[src/rtl/prga_fifo_wr_buffer_if.sv]
// Write-side handshake bundle between an upstream producer, the write buffer and a FIFO write port.
// The slave modport is the buffer's view of the bundle; the master modport is the surrounding environment's view.
interface prga_fifo_wr_buffer_if #(
    parameter int DATA_WIDTH = 8
);
    logic                  full;
    logic                  wr;
    logic [DATA_WIDTH-1:0] din;
    logic                  full_i;
    logic                  wr_o;
    logic [DATA_WIDTH-1:0] din_o;

    modport slave (
        output full,
        input  wr,
        input  din,
        input  full_i,
        output wr_o,
        output din_o
    );

    modport master (
        input  full,
        output wr,
        output din,
        output full_i,
        input  wr_o,
        input  din_o
    );
endinterface

[src/rtl/prga_fifo_wr_buffer.sv]
// Registered write-side buffer: head + skid entries so full/wr_o/din_o all come straight from flops.
// A word accepted into an empty buffer appears on din_o one cycle later; the skid entry catches the one late write.
module prga_fifo_wr_buffer #(
    parameter int DATA_WIDTH = 8
) (
    input  logic                     clk,
    input  logic                     rst_n,
    prga_fifo_wr_buffer_if.slave     bus
);

    typedef enum logic [1:0] {
        CNT0 = 2'd0,
        CNT1 = 2'd1,
        CNT2 = 2'd2
    } cnt_e;

    cnt_e                  cnt_q, cnt_d;
    logic [DATA_WIDTH-1:0] head_q, head_d;
    logic [DATA_WIDTH-1:0] skid_q, skid_d;
    logic                  full_q, full_d;
    logic                  wrO_q, wrO_d;

    logic                  acc;
    logic                  drn;

    assign acc = bus.wr && !full_q;
    assign drn = wrO_q && !bus.full_i;

    always_ff @(posedge clk or negedge rst_n) begin
        if (!rst_n) begin
            cnt_q  <= CNT0;
            head_q <= '0;
            skid_q <= '0;
            full_q <= 1'b0;
            wrO_q  <= 1'b0;
        end else begin
            cnt_q  <= cnt_d;
            head_q <= head_d;
            skid_q <= skid_d;
            full_q <= full_d;
            wrO_q  <= wrO_d;
        end
    end

    // The flags are derived from the next occupancy so they stay in lockstep with cnt_q.
    always_comb begin
        cnt_d  = cnt_q;
        head_d = head_q;
        skid_d = skid_q;
        unique case (cnt_q)
            CNT0: begin
                if (acc) begin
                    head_d = bus.din;
                    cnt_d  = CNT1;
                end
            end
            CNT1: begin
                if (acc && drn) begin
                    head_d = bus.din;
                end else if (acc) begin
                    skid_d = bus.din;
                    cnt_d  = CNT2;
                end else if (drn) begin
                    cnt_d  = CNT0;
                end
            end
            CNT2: begin
                if (drn) begin
                    head_d = skid_q;
                    cnt_d  = CNT1;
                end
            end
            default: begin
                cnt_d = CNT0;
            end
        endcase
        full_d = (cnt_d == CNT2);
        wrO_d  = (cnt_d != CNT0);
    end

    assign bus.full  = full_q;
    assign bus.wr_o  = wrO_q;
    assign bus.din_o = head_q;

endmodule

[src/flat_wrapper.sv]
// flat-port wrapper written by rule: the top's interface ports become plain ports
module prga_fifo_wr_buffer_flat 
#(
    parameter int DATA_WIDTH = 8
)
  (clk, rst_n, bus_full, bus_wr, bus_din, bus_full_i, bus_wr_o, bus_din_o);
  prga_fifo_wr_buffer_if #(.DATA_WIDTH(DATA_WIDTH)) bus_i ();
  input  logic clk;
  input  logic rst_n;
  output wire logic [$bits(bus_i.full)-1:0] bus_full;
  input wire logic [$bits(bus_i.wr)-1:0] bus_wr;
  input wire logic [$bits(bus_i.din)-1:0] bus_din;
  input wire logic [$bits(bus_i.full_i)-1:0] bus_full_i;
  output wire logic [$bits(bus_i.wr_o)-1:0] bus_wr_o;
  output wire logic [$bits(bus_i.din_o)-1:0] bus_din_o;
  assign bus_full = bus_i.full;
  assign bus_i.wr = bus_wr;
  assign bus_i.din = bus_din;
  assign bus_i.full_i = bus_full_i;
  assign bus_wr_o = bus_i.wr_o;
  assign bus_din_o = bus_i.din_o;
  prga_fifo_wr_buffer #(.DATA_WIDTH(DATA_WIDTH)) u_core (.clk(clk), .rst_n(rst_n), .bus(bus_i));
endmodule
[config.mk]
export PLATFORM = sky130hd
export DESIGN_NAME = prga_fifo_wr_buffer_flat
export DESIGN_NICKNAME = d
export VERILOG_FILES = /design/src/rtl/prga_fifo_wr_buffer_if.sv /design/src/rtl/prga_fifo_wr_buffer.sv /design/src/flat_wrapper.sv
export SDC_FILE = /design/constraint.sdc
export NUM_CORES = 1
export LEC_CHECK = 0
export BUFFER_PORTS_ARGS = -buffer_cell sky130_fd_sc_hd__buf_2
export CORE_UTILIZATION = 50
export DETAILED_ROUTE_END_ITERATION = 8
export GPL_ROUTABILITY_DRIVEN = 0
export GPL_TIMING_DRIVEN = 0
export MAX_ROUTING_LAYER = met4
export PLACE_DENSITY_LB_ADDON = 0.12
export SETUP_SLACK_MARGIN = 0.2
export SLEW_MARGIN = 20
export SYNTH_ARGS = -nofsm -noshare
export SYNTH_HDL_FRONTEND = slang
export SYNTH_SLANG_ARGS = --single-unit
[constraint.sdc]
create_clock -name clk -period 1.9 [get_ports clk]
set_clock_uncertainty 0.15 [all_clocks]
set_input_delay 0.38 -clock clk [delete_from_list [all_inputs] [get_ports clk]]
set_output_delay 0.38 -clock clk [all_outputs]
set_load 0.03 [all_outputs]
==> summary.txt <==
Outcome
  – Status: finished, final reports clean

GRT
  – Global-route usage over all layers: 16.51%
  – Pin count of the biggest net entering global routing: 21
  – Vias in the first global route: 528
  – Number of antenna violations at the first check in global routing: 0
  – Remaining global-route overflow: 0
  – First-pass GRT wire length: 2318 um

Clock network
  – Number of clock sinks: 20
  – Root cell of the clock tree: clkbuf_4
  – H-tree levels: 1
  – Inserted Clock Buffers: 3
  – Max Root-Sink Buffers: 2
  – Clock tree from TritonCTS: yes
  – Post-CTS clock slew at the launch and capture registers of the worst setup and hold paths: 120 ps
  – Later-pin clock latency in the skew report: 300 ps

Synth
  – Share of cell area taken by muxes after synthesis: 33.07%
  – Synthesized-area fraction occupied by ao, oa, aoi and oai cells: 4.687%
  – Post-synth cell types: 19
  – Total number of yosys warnings: 0
  – Netlist area before placement: 960.9 um2
  – Share of the yosys chip area belonging to registers: 52.08%
  – Largest family of logic cells by synthesized area: multiplexers
  – Mapped Cells: 62
  – Post-Synthesis Net Count: 74
  – Area share of xor/xnor cells in the synthesized design: 0%
  – Simple-gate share of the synthesized area: 7.813%
  – Arithmetic-cell share of the synthesized area counting full adders, half adders and majority gates: 0%
  – Flip-flop and latch count after synthesis: 20
  – Avg Synthesized Cell Area: 15.50 um2

Die
  – Die Ht: 45.84 um
  – Top-Level Pins: 22
  – Number of cell rows: 15
  – Die ar.: 0.002101 mm2
  – Starting utilization of the core area: 54.47%
  – Die X: 45.84 um
  – Core box area: 0.001764 mm2

Worst setup path
  – Crit path buf inv count: 2
  – Crit-path max FO: 5
  – Arrival time of data at the critical path endpoint: 1750 ps
  – Cell class contributing the biggest share of worst-path delay: flip-flops
  – CP most frequent cell: buf_6
  – Max stage delay on crit path: 420 ps
  – R2R setup slack: 180 ps
  – Kind of start point of the critical path: flop
  – Required time at the endpoint of the critical path: 1930 ps
  – Worst-path cell with the longest stage delay: dfrtp_2
  – Sort of element at the end of the critical path: flop
  – Crit path kind: flop to flop
  – Crit-path cells: nor2b_4, buf_6, nand2b_4, a22oi_4, buf_6, mux2_2

Detailed routing
  – Detailed-route via count: 573
  – Routed vias/inst: 4.856
  – Number of DRC violations after detailed-routing iteration 0: 1
  – Routed wire length: 1539 um
  – Antenna-violating nets left: 0
  – Number of remaining DRC errors: 0
  – Detail-routed net length per standard cell: 13.04 um
  – Number of detailed-route iterations in the first pass: 3

Timing
  – Setup repair after global routing missed its margin: yes
  – Setup-violating endpoint count in the final report: 0
  – Max Fclk: 582.8 MHz
  – Fraction of the cycle the final worst path needs: 90.31%
  – Slew Limit Headroom: 70.68%
  – Total Neg Setup Slack: 0 ps
  – Actual transition at the worst max-transition pin: 439.7 ps
  – Hold Fails Final Rpt: 0
  – Fin worst setup slack: 184.1 ps
  – Final slew viol count: 0
  – Period minus WS final: 1716 ps

Finish
  – Most frequent cells in the layout: buf_2, dfrtp_1, mux2_4
  – Layout fillers: 145
  – Most common cell after layout, fill and taps aside: buf_2
  – Layout cells sized above 1: 67.74%
  – Final net count: 106
  – Number of inserted diodes: 0
  – P&R area growth vs syn: 25.26%
  – Sequential Area: 504.2 um2
  – Footprint of the multi-input gates: 459.2 um2

Power
  – Overall power: 2.107 mW
  – Part of the power in the clock network: 9.8%
  – Worst voltage drop across the vdd grid: 0.8666 mV
  – Total internal power: 1.321 mW
  – Leakage power: 0.6100 nW
  – Switching share of power: 37.29%
  – Seq pwr share: 36.7%
  – Power Dens Cells: 1750 mW/mm2
  – Combinational fraction of design power: 53.5%
  – Reported net switching power: 0.7855 mW

Place
  – Half-perimeter wire length after placement: 972.9 um
  – Quantity of I/O buffers inserted on ports: 21
  – Worst slack after detailed placement: 94.03 ps

Worst hold path
  – Kind of path behind the tightest hold check: input pin to flop

Job
  – Max_cap viols: 0
-- Yosys cell counts --
master / instances / area share, %
dfrtp_1: 20 / 52
mux2_2: 13 / 15
mux2_4: 10 / 16
a21oi_1: 2 / 1.0
buf_6: 2 / 2.3
nor2_1: 2 / 0.78
a22oi_4: 1 / 2.2
and2_1: 1 / 0.65
mux2_1: 1 / 1.2
mux2i_1: 1 / 1.0
nand2_2: 1 / 0.65
nand2b_1: 1 / 0.65
nand2b_4: 1 / 1.4
nor2_2: 1 / 0.65
nor2b_1: 1 / 0.65
nor2b_2: 1 / 0.91
nor2b_4: 1 / 1.4
o21bai_1: 1 / 0.78
o22ai_1: 1 / 0.65
-- stage by stage --
stage                     cell area (um2)  hold slack (ps)  std cells  utilization, %
final                                1204            150.5        118           68.23
after CTS                            1179            141.9        117           66.81
after global placement               1099            206.7        108           62.27
after floorplan                     962.2           -65.59         62               -
after detailed placement             1099            202.2        108           62.27
after global routing                 1204            133.5        118           68.23
-- cell families after synthesis --
family                 Yosys count
muxes                           25
DFF                             20
and+or+nand+nor                 10
AOI/OAI and AO/OA                5
buffers and inverters            2
-- final cells by class --
type / count / area share, %
Tap cell: 25 / 2.599
Buffer: 2 / 1.871
Clock buffer: 4 / 2.183
Sequential cell: 20 / 41.89
Timing Repair Buffer: 27 / 13.31
Multi-Input combinational cell: 40 / 38.15
-- routing by layer --
| metal | vias up | global-route usage, % | wire length [um] |
|---|---|---|---|
| met4 | 0 | 10.59 | 22 |
| met5 | - | - | 0 |
| met3 | 2 | 2.381 | 53 |
| li1 | 279 | - | - |
| met1 | 279 | 21.61 | 699 |
| met2 | 13 | 23.66 | 764 |
-- power groups by stage --
stage,Clock [mW],Combinational (mW),Sequential (mW)
floorplan,0,0.580,0.975
global placement,0,0.980,0.766
detailed placement,0,0.995,0.773
CTS,0.218,1.07,0.771
global route,0.234,1.19,0.808
finish,0.206,1.13,0.774
-- sequential cells by signal, summed over array words and instances (netlist names) --
signal            cells
u_core.bus.din_o      8
u_core.skid_q         8
u_core.cnt_q          2
u_core.bus.full       1
u_core.bus.wr_o       1
-- path summary, 6_finish.rpt --
check	start	endpoint	cells after the start
hold reg to reg	u_core.bus.din_o[3]	u_core.bus.din_o[3]	1
max in group asynchronous	rst_n	u_core.cnt_q[1]	2
setup reg to reg	u_core.bus.wr_o	u_core.bus.din_o[4]	6
min in group asynchronous	rst_n	u_core.cnt_q[0]	2
setup / recovery	u_core.bus.wr_o	u_core.bus.din_o[4]	6
hold / removal	bus_din[1]	u_core.skid_q[1]	2
-- what timing repair did --
item | CTS | global route
resized for setup | 4 | 5
setup buffers | 4 | 1
endpoints found under the hold margin | 20 | 0
pin swaps | 1 | 0
endpoints found under the setup margin | 8 | 12
hold buffers | 1 | 0
gates cloned | 0 | 0
No activity file was read; power rests on OpenSTA's default activity.
